**config.mk**
```make
export PLATFORM = sky130hd
export DESIGN_NAME = srl_delay_ctrl
export DESIGN_NICKNAME = d
export VERILOG_FILES = /design/src/rtl/srl_delay_ctrl_pkg.sv /design/src/rtl/srl_delay_ctrl_strobe.sv /design/src/rtl/srl_delay_ctrl.sv
export SDC_FILE = /design/constraint.sdc
export NUM_CORES = 1
export LEC_CHECK = 0
export CAP_MARGIN = 5
export CORE_MARGIN = 4
export CORE_UTILIZATION = 30
export DETAILED_ROUTE_END_ITERATION = 12
export PLACE_DENSITY_LB_ADDON = 0.15
export SYNTH_ARGS = -nofsm -noshare
export SYNTH_HDL_FRONTEND = slang
export SYNTH_SLANG_ARGS = --single-unit
```
**constraint.sdc**
```tcl
create_clock -name clk -period 4.8 [get_ports clk]
set_input_delay 0.96 -clock clk [delete_from_list [all_inputs] [get_ports clk]]
set_output_delay 0.96 -clock clk [all_outputs]
set_load 0.02 [all_outputs]
```
**src/rtl/srl_delay_ctrl_pkg.sv**
```systemverilog
// Shared types for the SRL delay-line controller.
//   ctrl_state_e : controller phase (prime the lines, idle, calibration sweep)
package srl_delay_ctrl_pkg;

   typedef enum logic [1:0] {
      ST_FILL  = 2'd0,
      ST_IDLE  = 2'd1,
      ST_SWEEP = 2'd2
   } ctrl_state_e;

endpackage

```
**src/rtl/srl_delay_ctrl_strobe.sv**
```systemverilog
// strobe_counter: counts en pulses, saturating at TERM.
//   clk, rst_n : clock, synchronous active-low reset
//   en         : count strobe
//   clr        : synchronous clear, wins over en
//   term       : combinational pulse, en seen while the count sits at TERM
module strobe_counter #(
   parameter int         W    = 4,
   parameter logic [W-1:0] TERM = '1
) (
   input  logic clk,
   input  logic rst_n,
   input  logic en,
   input  logic clr,
   output logic term
);

   logic [W-1:0] cnt;

   assign term = en & (cnt == TERM);

   always_ff @(posedge clk) begin
      if (!rst_n || clr)
         cnt <= '0;
      else if (en && cnt != TERM)
         cnt <= cnt + 1'b1;
   end

endmodule

```
**src/rtl/srl_delay_ctrl.sv**
```systemverilog
// srl_delay_ctrl: owns the tap addresses of CHANNELS SRL delay lines.
//   clk, rst_n          : clock, synchronous active-low reset
//   en / sr_ce          : sample strobe, passed straight through as the shared ce
//   taps, taps_valid    : flat tap array (channel i at [i*ABITS +: ABITS]), lines primed
//   wr_*                : single-entry delay write port, committed on the next en edge
//   sweep_start/chan    : calibration sweep of one channel through every tap
//   sweep_abort         : restore the saved tap at the next en and finish
//   busy, step, step_tap, done : sweep / write status
module srl_delay_ctrl
   import srl_delay_ctrl_pkg::*;
#(
   parameter int CHANNELS = 24,
   parameter int CBITS    = 5,
   parameter int ABITS    = 4,
   parameter int DWELL    = 1024,
   parameter int DBITS    = 10
) (
   input  logic                      clk,
   input  logic                      rst_n,
   input  logic                      en,
   output logic                      sr_ce,
   output logic [CHANNELS*ABITS-1:0] taps,
   output logic                      taps_valid,
   input  logic                      wr_valid,
   output logic                      wr_ready,
   input  logic [CBITS-1:0]          wr_chan,
   input  logic [ABITS-1:0]          wr_tap,
   input  logic                      sweep_start,
   input  logic [CBITS-1:0]          sweep_chan,
   input  logic                      sweep_abort,
   output logic                      busy,
   output logic                      step,
   output logic [ABITS-1:0]          step_tap,
   output logic                      done
);

   localparam logic [ABITS-1:0] TAP_MAX    = '1;
   localparam logic [DBITS-1:0] DWELL_LAST = DBITS'(DWELL - 1);
   localparam logic [CBITS:0]   CH_LIM     = (CBITS+1)'(CHANNELS);

   ctrl_state_e                      state;
   logic [CHANNELS-1:0][ABITS-1:0]   tap_q;
   logic                             pending;
   logic [CBITS-1:0]                 stg_chan;
   logic [ABITS-1:0]                 stg_tap;
   logic [CBITS-1:0]                 sw_chan;
   logic [ABITS-1:0]                 sw_saved;
   logic                             sw_init;   // first en of the sweep still to come
   logic                             abort_q;

   logic fill_term, dwell_term, dwell_clr;
   logic wr_fire, wr_commit, sweep_ok, wr_chan_ok;
   logic sw_abort_now, sw_step, sw_last, sw_wr;
   logic [ABITS-1:0] sw_cur, sw_val;

   assign sr_ce      = en;
   assign taps       = tap_q;
   assign busy       = (state == ST_SWEEP) | pending;
   assign wr_ready   = rst_n & ~pending & (state != ST_SWEEP) &
                       ~((state == ST_IDLE) & sweep_start);
   assign wr_fire    = wr_valid & wr_ready;
   assign wr_commit  = pending & en;
   assign sweep_ok   = {1'b0, sweep_chan} < CH_LIM;
   assign wr_chan_ok = {1'b0, wr_chan} < CH_LIM;

   // Sweep commit decode: abort wins, then the initial zero, then a dwell step.
   always_comb begin
      sw_cur       = tap_q[sw_chan];
      sw_abort_now = (state == ST_SWEEP) & en & (abort_q | sweep_abort);
      sw_step      = (state == ST_SWEEP) & ~sw_abort_now & ~sw_init & dwell_term;
      sw_last      = sw_step & (sw_cur == TAP_MAX);
      sw_wr        = sw_abort_now | ((state == ST_SWEEP) & en & sw_init) | sw_step;
      if (sw_abort_now || sw_last) sw_val = sw_saved;
      else if (sw_init)            sw_val = '0;
      else                         sw_val = sw_cur + 1'b1;
   end

   assign dwell_clr = (state != ST_SWEEP) | sw_init | sw_step | sw_abort_now;

   strobe_counter #(.W(ABITS), .TERM(TAP_MAX)) u_fill (
      .clk(clk), .rst_n(rst_n), .en(en), .clr(state != ST_FILL), .term(fill_term)
   );

   strobe_counter #(.W(DBITS), .TERM(DWELL_LAST)) u_dwell (
      .clk(clk), .rst_n(rst_n), .en(en), .clr(dwell_clr), .term(dwell_term)
   );

   always_ff @(posedge clk) begin
      if (!rst_n) begin
         state      <= ST_FILL;
         tap_q      <= '0;
         taps_valid <= 1'b0;
         pending    <= 1'b0;
         stg_chan   <= '0;
         stg_tap    <= '0;
         sw_chan    <= '0;
         sw_saved   <= '0;
         sw_init    <= 1'b0;
         abort_q    <= 1'b0;
         step       <= 1'b0;
         step_tap   <= '0;
         done       <= 1'b0;
      end else begin
         step <= 1'b0;
         done <= 1'b0;

         // Acceptance needs !pending, so the accepting edge never commits.
         if (wr_commit) pending <= 1'b0;
         if (wr_fire && wr_chan_ok) begin
            pending  <= 1'b1;
            stg_chan <= wr_chan;
            stg_tap  <= wr_tap;
         end

         // Per-channel decode; a sweep commit to the same channel overrides a write.
         for (int i = 0; i < CHANNELS; i++) begin
            if (wr_commit && stg_chan == CBITS'(i)) tap_q[i] <= stg_tap;
            if (sw_wr && sw_chan == CBITS'(i))      tap_q[i] <= sw_val;
         end

         case (state)
            ST_FILL: begin
               if (fill_term) begin
                  taps_valid <= 1'b1;
                  state      <= ST_IDLE;
               end
            end
            ST_IDLE: begin
               if (sweep_start && sweep_ok) begin
                  sw_chan  <= sweep_chan;
                  sw_saved <= tap_q[sweep_chan];
                  sw_init  <= 1'b1;
                  abort_q  <= 1'b0;
                  state    <= ST_SWEEP;
               end
            end
            ST_SWEEP: begin
               if (sweep_abort) abort_q <= 1'b1;
               if (en) sw_init <= 1'b0;
               if (sw_step) begin
                  step     <= 1'b1;
                  step_tap <= sw_cur;
               end
               if (sw_abort_now || sw_last) begin
                  done    <= 1'b1;
                  abort_q <= 1'b0;
                  state   <= ST_IDLE;
               end
            end
            default: state <= ST_FILL;
         endcase
      end
   end

endmodule

```
==> flow_metrics.py <==
metrics = {
    "run_status": {
        "status": "finished clean",
    },
    "cts": {
        "numCtsBuffers": 17,
        "cts_resized": 0,
        "clk_path_buf_depth": 2,
        "postCtsHoldBufs": 0,
        "cts_root_buffer": "clkbuf_16",
        "clkLatencyLatePin_ps": 440,
        "clk_pin_slew_ps": 60,
        "clkSinkCount": 140,
        "post_cts_buffers": 0,
        "h-tree-depth": 4,
        "cts_tree": "done",
    },
    "finish": {
        "n_fill_cell": 3002,
        "layout-drive-gt1-share_pct": 16.70,
        "nets": 1074,
        "antenna_cells": 0,
        "area_delta_synth_final_pct": 24.34,
        "design_area_mm2": 0.01107,
    },
    "yosys": {
        "synth_top_area_share_pct": 31.48,
        "syn_area_mm2": 0.008902,
        "syn_area_per_cell_um2": 9.391,
        "ys_seq_area_share_pct": 31.48,
        "syn_inst": 948,
        "ys_ff_latch": 140,
        "netlist_top_cells_area": "dfxtp_1 31%, mux2i_1 9.0%, mux4_2 8.3%",
        "synthFlopType": "dfxtp_1",
        "ys_types": 68,
        "ys_warn_count": 0,
        "synthArstFlopShare_pct": 0,
        "synthesis.nets": 975,
        "synth_edf_count": 0,
        "yosys.area.top_type": "dfxtp_1",
    },
    "floorplan": {
        "die_h_um": 180.3,
        "pin_count": 126,
        "start_util_pct": 30.68,
        "dieArea_mm2": 0.03249,
        "die_x_um": 180.3,
        "num_rows": 62,
        "core_area_mm2": 0.02901,
    },
    "grt": {
        "grt_pass1_wl_um": 53770,
        "grt_start_max_net_pins": 50,
        "grt_remaining_overflow": 0,
        "grt_usage_pct": 21.44,
        "grt_pass1_vias": 8107,
        "grt_antenna_before_repair": 0,
    },
    "worst_hold_path": {
        "min-delay-start": "u_fill.cnt[1]",
        "holdCritPathClass": "reg2reg",
        "holdPathEnd": "u_fill.cnt[1]",
        "whs_path_depth": 2,
    },
    "setup_path": {
        "crit_path_end_kind": "flop",
        "rr_worst_depth": 11,
        "cp_common_cell": "buf_4",
        "worstPathMaxFanout": 17,
        "crit_required_ps": 5130,
        "slowest_delay_ps": 580,
        "startpoint_type": "flop",
        "worstReg2RegEnd": "taps[21]",
        "critical_path_class": "reg2reg",
        "timing.rr.start": "sw_chan[0]",
        "crit_slowest_cell": "a31oi_2",
        "worst-r2r-setup-slack_ps": 870,
        "crit_arrival_ps": 4260,
        "path_cells": "buf_4 -> nor2b_1 -> a22oi_1 -> and3_1 -> or3_4 -> ha_1 -> and2_1 -> a31oi_2 -> buf_4 -> mux2_4 -> o211a_1",
    },
    "timing": {
        "fin_crit_sh_pct": 81.88,
        "setup_viol": 0,
        "fin_tns_setup_ps": 0,
        "worst_slew_pin_slew_ps": 969.3,
        "clock.fmax_mhz": 254.4,
        "finalCriticalPeriod_ps": 3930,
        "hold_viol": 0,
        "maxSlewViolCount": 0,
        "rsz0062_at_grt": "no",
        "fin_hold_ws_ps": 481.0,
        "finClkSkew_ps": 15.29,
        "maxSlewHeadroom_pct": 35.38,
    },
    "route": {
        "met2_wirelength_um": 17130,
        "totalWireLength_um": 35650,
        "wl_met1_um": 15500,
        "first_pass_iters": 6,
        "via_per_inst": 5.703,
        "route.vias.total": 8235,
        "ant_nets": 0,
        "routed.top_layer": "met4",
        "post_drt_wl_per_cell_um": 24.69,
        "drtIter0Drc": 755,
        "drc_errors": 0,
        "routed-wl-met3_um": 2287,
    },
    "place": {
        "place_hpwl_um": 24970,
        "port_buffers": 125,
        "place.gp.congestion": 0.8728,
        "dpl_cell_area_mm2": 0.01047,
    },
    "power": {
        "leakage_uw": 0.004535,
        "peakVddDrop_uv": 248.0,
        "power_density_mw_per_mm2": 267.0,
        "power_uw": 2955,
    },
    "flow_run": {
        "drv_cap": 0,
    },
}
==> flip-flops by register name, indices dropped and copies added, names as in the netlist, 2 cells and up <==
signal / count
state: 2
step_tap: 4
stg_chan: 5
stg_tap: 4
sw_chan: 5
sw_saved: 4
taps: 96
u_dwell.cnt: 10
u_fill.cnt: 4
==> Yosys cell counts, types with 15 or more instances <==
cell type,instances
nand2_1,104
a21oi_1,41
o21a_1,15
buf_2,20
clkbuf_1,43
mux4_2,33
o21ai_0,32
mux2_2,44
dfxtp_1,140
nor2_1,82
mux2i_1,80
o211a_1,44
nand3_1,72
==> cell families (layout without fill, tap and decap cells) <==
logic type      after synthesis  count (layout)  share of synthesized area (%)
mux                         166             166                          25.31
xor+xnor                     10              10                         0.9838
fa+ha+maj                     7               7                         0.9838
simple gates                317             317                          16.30
flops                       140             140                          31.48
buf+inv                      94             206                          5.510
compound gates              214             214                          19.42
==> cell type report <==
| class | count | area [µm²] | area share (%) |
|---|---|---|---|
| Clock buffer | 19 | 442.9 | 4.001 |
| Clock inverter | 13 | 155.1 | 1.402 |
| Inverter | 15 | 56.30 | 0.5086 |
| Multi-Input combinational cell | 714 | 5622 | 50.79 |
| Sequential cell | 140 | 2804 | 25.33 |
| Tap cell | 384 | 480.5 | 4.340 |
| Timing Repair Buffer | 159 | 1509 | 13.63 |
==> layout by cell type, fill, tap and decap left out, types with 17 or more instances in the layout <==
cell type,count
o21ai_0,32
dfxtp_1,139
a21oi_1,41
clkdlybuf4s50_1,123
nand3_1,72
mux2_2,44
clkbuf_16,17
nor2_1,82
buf_4,33
nand2_1,104
mux4_2,33
mux2i_1,80
o211a_1,44
==> critical path: cells and delay by family, from the launching register on <==
kind	cells	cell delay, ps
compound gates	3	990
mux	1	440
fa+ha+maj	1	210
buf+inv	2	550
simple gates	4	1090
flops	1	520
==> routing by layer <==
layer	vias to the layer above	track usage (%)
li1	3777	-
met1	4111	28.43
met2	303	35.57
met3	44	4.320
met4	0	6.140
met5	-	0
==> worst max-delay path by stage <==
stage | start | end | slack (ps) | cells past startpoint
floorplan | sweep_chan[0] | sw_saved[3] | 1550 | 8
global placement | en | taps[35] | 820 | 8
detailed placement | en | taps[7] | 810 | 8
CTS | sw_chan[1] | taps[21] | 920 | 10
global route | sw_chan[0] | taps[37] | 660 | 11
finish | sw_chan[0] | taps[21] | 870 | 11
==> power by group <==
part	switching [µW]	leakage (µW)	internal (µW)	total [µW]
Clock	587	0.000284	792	1380
Sequential	34.4	0.00113	1180	1220
Combinational	248	0.00312	113	361
==> through the flow <==
stage	worst slack [ps]	utilization, %	cells
after global routing	656.9	38.15	1444
after CTS	919.4	38.15	1444
final	869.9	38.15	1444
after floorplan	1551	-	948
after global placement	815.6	36.09	1412
after detailed placement	812.2	36.09	1412
Power figures use the tool's default switching activity.
